===== src/rtl/noob_rr_arb.sv =====
// noob_rr_arb -- registered round-robin arbiter with bounded grant hold.
//
// Shares one resource among N requesters. A grant, once issued, stays with
// its owner while the owner keeps requesting. When another requester is
// waiting, the owner is limited to MAX_HOLD consecutive grant cycles.
// Ownership then moves to the next requester in round-robin order.
//
// Ports:
//   clk        in   1    rising-edge clock
//   rst_n      in   1    asynchronous active-low reset
//   req        in   N    level-sensitive request vector
//   grant      out  N    registered one-hot grant, zero when idle
//   grant_vld  out  1    high while a grant is held
//   grant_id   out  IDW  index of the granted requester, zero when idle
module noob_rr_arb #(
  parameter int N        = 3,
  parameter int MAX_HOLD = 4,
  parameter int IDW      = $clog2(N)
) (
  input  logic           clk,
  input  logic           rst_n,
  input  logic [N-1:0]   req,
  output logic [N-1:0]   grant,
  output logic           grant_vld,
  output logic [IDW-1:0] grant_id
);

  // The hold counter needs at least one bit even when MAX_HOLD is 1.
  localparam int             CW      = (MAX_HOLD > 1) ? $clog2(MAX_HOLD) : 1;
  localparam logic [CW-1:0]  CNT_MAX = CW'(MAX_HOLD - 1);
  localparam logic [IDW-1:0] LAST    = IDW'(N - 1);

  typedef enum logic {IDLE, BUSY} state_t;

  state_t         state_q, state_d;
  logic [IDW-1:0] own_q, own_d;
  logic [IDW-1:0] ptr_q, ptr_d;
  logic [CW-1:0]  cnt_q, cnt_d;
  logic [N-1:0]   grant_q, grant_d;
  logic           vld_q, vld_d;
  logic [IDW-1:0] id_q, id_d;

  // Index increment modulo N.
  function automatic logic [IDW-1:0] wrap_inc(input logic [IDW-1:0] x);
    return (x == LAST) ? '0 : x + IDW'(1);
  endfunction

  function automatic logic [N-1:0] onehot(input logic [IDW-1:0] i);
    logic [N-1:0] v;
    v    = '0;
    v[i] = 1'b1;
    return v;
  endfunction

  // Scan start, start+1, ... (mod N); returns {found, index of first set bit}.
  function automatic logic [IDW:0] search(input logic [N-1:0]   r,
                                          input logic [IDW-1:0] start);
    logic           found;
    logic [IDW-1:0] idx;
    logic [IDW-1:0] cur;
    found = 1'b0;
    idx   = '0;
    cur   = start;
    for (int k = 0; k < N; k++) begin
      if (!found && r[cur]) begin
        found = 1'b1;
        idx   = cur;
      end
      cur = wrap_inc(cur);
    end
    return {found, idx};
  endfunction

  logic [N-1:0] others;
  logic [IDW:0] sr;

  always_comb begin
    state_d = state_q;
    own_d   = own_q;
    ptr_d   = ptr_q;
    cnt_d   = cnt_q;
    others  = req & ~onehot(own_q);
    sr      = '0;

    unique case (state_q)
      IDLE: begin
        if (|req) begin
          sr      = search(req, ptr_q);
          state_d = BUSY;
          own_d   = sr[IDW-1:0];
          cnt_d   = '0;
          ptr_d   = wrap_inc(sr[IDW-1:0]);
        end
      end
      BUSY: begin
        if (req[own_q]) begin
          if (~|others || cnt_q < CNT_MAX) begin
            if (cnt_q < CNT_MAX) cnt_d = cnt_q + CW'(1);
          end else begin
            // Hold expired under contention: a winner among the others exists.
            sr    = search(others, wrap_inc(own_q));
            own_d = sr[IDW-1:0];
            cnt_d = '0;
            ptr_d = wrap_inc(sr[IDW-1:0]);
          end
        end else begin
          sr = search(req, wrap_inc(own_q));
          if (sr[IDW]) begin
            own_d = sr[IDW-1:0];
            cnt_d = '0;
            ptr_d = wrap_inc(sr[IDW-1:0]);
          end else begin
            state_d = IDLE;
          end
        end
      end
      default: state_d = IDLE;
    endcase

    // Outputs are registered from the next-state values so they change
    // exactly at the deciding edge, with no extra cycle of latency.
    vld_d   = (state_d == BUSY);
    grant_d = vld_d ? onehot(own_d) : '0;
    id_d    = vld_d ? own_d : '0;
  end

  always_ff @(posedge clk or negedge rst_n) begin
    if (!rst_n) begin
      state_q <= IDLE;
      own_q   <= '0;
      ptr_q   <= '0;
      cnt_q   <= '0;
      grant_q <= '0;
      vld_q   <= 1'b0;
      id_q    <= '0;
    end else begin
      state_q <= state_d;
      own_q   <= own_d;
      ptr_q   <= ptr_d;
      cnt_q   <= cnt_d;
      grant_q <= grant_d;
      vld_q   <= vld_d;
      id_q    <= id_d;
    end
  end

  assign grant     = grant_q;
  assign grant_vld = vld_q;
  assign grant_id  = id_q;

endmodule

===== config.mk =====
export PLATFORM = sky130hd
export DESIGN_NAME = noob_rr_arb
export DESIGN_NICKNAME = d
export VERILOG_FILES = /design/src/rtl/noob_rr_arb.sv
export SDC_FILE = /design/constraint.sdc
export NUM_CORES = 1
export LEC_CHECK = 0
export ABC_CLOCK_PERIOD_IN_PS = 1800
export BUFFER_PORTS_ARGS = -buffer_cell sky130_fd_sc_hd__buf_2
export CORE_MARGIN = 1
export CORE_UTILIZATION = 50
export CTS_CLUSTER_SIZE = 20
export DETAILED_ROUTE_END_ITERATION = 8
export PLACE_DENSITY = 0.78
export SLEW_MARGIN = 20
export SYNTH_ARGS = -nofsm -noshare
export SYNTH_HDL_FRONTEND = slang
export SYNTH_SLANG_ARGS = --single-unit
export TNS_END_PERCENT = 10

===== constraint.sdc =====
create_clock -name clk -period 1.8 [get_ports clk]
set_input_delay 0 -clock clk [delete_from_list [all_inputs] [get_ports clk]]
set_output_delay 0 -clock clk [all_outputs]
set_load 0.02 [all_outputs]

After elaboration in Yosys (flattened, before gate mapping) --
Cells that the tools add are included.
Cells by class: add/sub/neg operators 9, multipliers 0, div/mod/pow operators 0, $lt $le $gt $ge 11, equality and inequality tests 12, shifts and indexed selects 0, mux-type cells 93, bitwise operators 3, reductions and logical operators 20
Operators with widths (count):
- 2-to-1 mux 2 bit | 38
- 2-to-1 mux 1 bit | 38
- less-than comparator 2 x 3 -> 1 bit (second input constant) | 8
- binary-select mux 1 bit (select 2 bit) | 10
- adder 2 x 1 -> 2 bit (second input constant) | 9
- == test 2 bit (second input constant) | 8
- case mux 2 bit (2 select lines) | 3
- logical AND 1 bit | 8
- logical NOT 1 bit | 7
- AND reduction 3 bit | 2
- OR reduction 3 bit | 2
- demux 1 bit (select 2 bit) | 2
- greater-or-equal comparator 2 x 1 -> 1 bit (second input constant) | 2
- inequality test 4 bit (second input constant) | 1
- bitwise AND 3 bit | 1
- 2-to-1 mux 3 bit | 1
- inequality test 3 x 1 -> 1 bit (second input constant) | 1
- inequality test 3 bit (second input constant) | 1
- inverter 3 bit | 1
- less-than comparator 2 bit (second input constant) | 1
- inequality test 2 bit (second input constant) | 1
- case mux 1 bit (2 select lines) | 1
- logical OR 1 bit | 1
- inverter 1 bit | 1
Storage, ports and cells: register bits 12, bits in latches 0, RAM bits 0, memory bits (read-only) 0, input port bits 5, output and inout port bits 6, logic and storage cells 154, memories 0

Longest topological paths before layout --
depth after elaboration 32, depth in mapped cells 6, mapped depth without buffers 5

Worst setup path after synthesis --
OpenSTA, ideal clock, no wires.
path type reg-to-reg, from register, netlist name grant_vld, to register grant_q[0], in the netlist grant[0], library setup time 0.144 ns, data arrival time 1.557 ns, data required time 1.656 ns, path slack 0.098 ns, cell stages (with the launch flop) 6, buffers on the path 1, period minus slack after synthesis 1.702 ns, path through dfrtp_1 -> clkbuf_1 -> nand2_2 -> or4_4 -> o311ai_4 -> nor3b_1
RTL lines:
- end signal, assigned | line 141 | grant_q <= grant_d;
- end, declared | line 39 | logic [N-1:0] grant_q, grant_d;

Final worst setup path --
from register own_q[0], to register grant_q[0], in the netlist grant[0]
On the way: longest elaborated chain between the ends 32, elaborated cells on any way between the ends 83, classes of those cells add/sub: 3; order compare: 4; eq/ne: 3; mux: 58; bitwise: 2; reduce/logical: 13
Ends and longest elaborated chain:
- start, declared | line 36 | logic [IDW-1:0] own_q, own_d;
- start signal, assigned | line 138 | own_q <= own_d;
- less-than comparator 2 x 3 -> 1 bit (not written as such) or greater-or-equal comparator 2 x 1 -> 1 bit (tied branches) | line 51 | v[i] = 1'b1;
- logical AND 1 bit (not written as such) | line 51
- 2-to-1 mux 1 bit (not written as such) | line 51
- demux 1 bit (select 2 bit) | line 51
- inverter 3 bit | line 82 | others = req & ~onehot(own_q);
- bitwise AND 3 bit | line 82
- binary-select mux 1 bit (select 2 bit) | line 65 | if (!found && r[cur]) begin
- 2-to-1 mux 1 bit (not written as such) | line 65
- [17 not listed]
- 2-to-1 mux 2 bit | line 96 | if (req[own_q]) begin
- case mux 2 bit (2 select lines) | line 85 | unique case (state_q)
- less-than comparator 2 x 3 -> 1 bit (not written as such) or greater-or-equal comparator 2 x 1 -> 1 bit (tied branches) | line 51
- logical AND 1 bit (not written as such) | line 51
- 2-to-1 mux 1 bit (not written as such) | line 51
- demux 1 bit (select 2 bit) | line 51
- 2-to-1 mux 3 bit (*) | line 123 | grant_d = vld_d ? onehot(own_d) : '0;
- net grant_d[0] | line 39
Mark *: on every way through the listed nets, which the timed path passes. The rest lies on a longest branch. The select of a mux whose other input is x is not followed. A chain may end at the register's enable or synchronous reset.

==> results.json <==
{
  "fin_crit_ns": 1.69,
  "switching_share": 0.389,
  "track_usage": 0.220,
  "synthMuxAreaShare": 0.0117,
  "cpMaxStageDelayCell": "or4_4",
  "crit_arrival_ns": 1.84,
  "synth_compound_area_frac": 0.298,
  "skew_ns": 0.000811,
  "worst_path_largest_cell_delay_ns": 0.52,
  "intPower_uw": 730,
  "postRouteAntennaNets": 0,
  "first_global_vias": 672,
  "synth-main-ff-cell": "dfrtp_1",
  "finalSetupTns_ns": 0,
  "synth_simple_gate_area_share": 0.245,
  "start_util": 0.550,
  "die_x_um": 43.4,
  "synth-edff-count": 0,
  "antenna_found_initial": 0,
  "fin_nets": 109,
  "wl_per_cell_um": 15.6,
  "path_buf_inv": 0,
  "synth_fp_nets": 94,
  "vias_per_cell": 6.26,
  "p_switching_uw": 465,
  "cts_buffers": 3,
  "yosysUniqueCellTypes": 41,
  "root_buffer": "clkbuf_4",
  "synth_area_um2": 857,
  "worstSetupPathType": "register to register",
  "syn_to_final_growth_pct": 13.9,
  "synth_xor_xnor_area_share": 0,
  "postSynth.asyncResetShare": 1.00,
  "h-tree-depth": 1,
  "port_buffers": 10,
  "drv_slew": 0,
  "seqPwrFrac": 0.367,
  "worst_slew_pin_slew_ns": 0.424,
  "fillCellCount": 133,
  "row_count": 14,
  "power_density_nw_per_um2": 1220,
  "setup_viol": 0,
  "yosysWarnings": 0,
  "slew_headroom": 0.714,
  "gp_congestion": 0.987,
  "pwr-share-clk": 0.171,
  "drv_cap": 0,
  "pin_count": 11,
  "drt_first_pass_iters": 4,
  "syn_inst": 88,
  "dieArea_um2": 1880,
  "final_area_um2": 976,
  "seq_area_um2": 302,
  "drt_wl_total_um": 1840,
  "overflow": 0,
  "clk_latency_ns": 0.27,
  "hp-class": "primary input to asynchronous set/reset pin",
  "path_clk_slew_ns": 0.07,
  "p_comb_frac": 0.462,
  "avgSynthCellArea_um2": 9.74,
  "hold_ws_ns": 0.130,
  "grt_max_degree": 16,
  "ir_drop_mv": 0.776,
  "drtIter0Drc": 36,
  "cts_buffer_depth": 2,
  "cts_tree": "done",
  "multi_input_area_um2": 502,
  "placed_cell_area_um2": 907,
  "fin_crit_sh": 0.941,
  "drive_gt1_frac": 0.314,
  "hold_viol": 0,
  "status": "finished, final reports clean",
  "drc": 0,
  "synth_top_family_by_area": "compound AO/OA/AOI/OAI gates",
  "clock.fmax_mhz": 590,
  "yosysSeqAreaShare": 0.350,
  "synth-adder-area-share": 0.0146,
  "dp_hpwl_um": 1350,
  "power_uw": 1200,
  "coreArea_um2": 1560,
  "cts_sinks": 12,
  "worst-endpoint-required_ns": 1.95,
  "grt_pass1_wl_um": 3080,
  "vias": 739,
  "crit_fanout": 6,
  "start_kind": "register",
  "critical_path.cell_chain": "or4_4 -> o31ai_4 -> o311ai_0 -> o211a_1 -> nor3b_2",
  "die_h_um": 43.4,
  "synth_seq_cells": 12,
  "diodes": 0,
  "rsz0062_at_grt": "false",
  "critical-path-top-delay-family": "simple AND/OR/NAND/NOR gates",
  "endpoint_kind": "register",
  "power.leakage_uw": 0.000435
}
cell families (layout without fill, tap and decap cells):
| logic type | count (synthesis) | count (layout) |
|---|---|---|
| AOI/OAI and AO/OA | 31 | 31 |
| buffers and inverters | 11 | 25 |
| DFF | 12 | 12 |
| and+or+nand+nor | 32 | 32 |
| adders and majority gates | 1 | 1 |
| muxes | 1 | 1 |
power groups by stage:
stage	Sequential, uW	Clock, uW	Combinational, uW
after detailed placement	439	0	519
after CTS	434	214	522
final	439	205	552
after global routing	455	227	596
after global placement	438	0	508
after floorplan	455	0	394
cell usage in the layout, fill, tap and decap left out, drive strengths merged, types with 2 or more instances in the layout:
cell type and n:
a22o 2, buf 15, dfrtp 12, or4 2, nand3 2, a211oi 2, nor2 9, a21oi 4
nor3 5, o21ai 7, nand2b 4, o311ai 3, nand2 4, a21o 3, and2b 2, inv 5
clkbuf 4
through the flow:
stage	worst slack, ns	cells	utilization
finish	0.105	118	0.626
global route	0.0161	118	0.626
detailed placement	0.0734	112	0.582
floorplan	0.0984	88	-
CTS	0.0462	117	0.612
global placement	0.0923	112	0.582
cell type report:
class	count	area share
clock buffer	4	0.0372
inverter	5	0.0192
multi-input combinational	65	0.514
sequential	12	0.309
tap	16	0.0205
timing repair buffer	16	0.100
path summary, 6_finish.rpt:
| path | cells past startpoint | to | slack [ns] | start |
|---|---|---|---|---|
| hold reg to reg | 1 | cnt_q[1] | 0.52 | cnt_q[1] |
| setup reg to reg | 5 | grant[0] | 0.11 | own_q[0] |
| min in group clk | 4 | grant_id[1] | 0.19 | req[1] |
| hold / removal | 2 | grant_vld | 0.13 | rst_n |
| setup / recovery | 5 | grant[0] | 0.11 | own_q[0] |
| max in group asynchronous | 2 | own_q[1] | 1.44 | rst_n |
flip-flops by register name, summed over array words and instances (netlist names):
| name | flops |
|---|---|
| ptr_q | 2 |
| cnt_q | 2 |
| grant_id | 2 |
| grant | 3 |
| own_q | 2 |
| grant_vld | 1 |
Yosys cell counts (2+ instances only):
library cell   n  area share
a21o_1         3       0.026
a21oi_1        4       0.023
a22o_1         2       0.020
and2b_1        2       0.018
buf_6          3       0.039
dfrtp_1       12        0.35
inv_1          5       0.022
nand2_1        3       0.013
nand2b_1       2       0.015
nand2b_4       2       0.032
nand3_1        2       0.012
nor2_1         9       0.039
nor3_1         4       0.023
o21ai_0        3       0.018
o21ai_1        4       0.023
o311ai_0       2       0.020
or4_4          2       0.026
what timing repair did:
| action | 4_1_cts | 5_1_grt |
|---|---|---|
| resized for setup | 0 | 4 |
| endpoints found under the hold margin | 12 | 0 |
| setup buffers | 0 | 1 |
| setup endpoints to repair | 0 | 2 |
| hold buffers | 1 | 0 |
metal layers:
layer | global-route usage | up-vias | share of wire
met3 | 0.0750 | 2 | 0.059
met2 | 0.352 | 26 | 0.49
met5 | 0 | - | 0
li1 | - | 360 | -
met4 | 0.0313 | 0 | 0.0071
met1 | 0.298 | 351 | 0.44
Power figures use the tool's default switching activity.
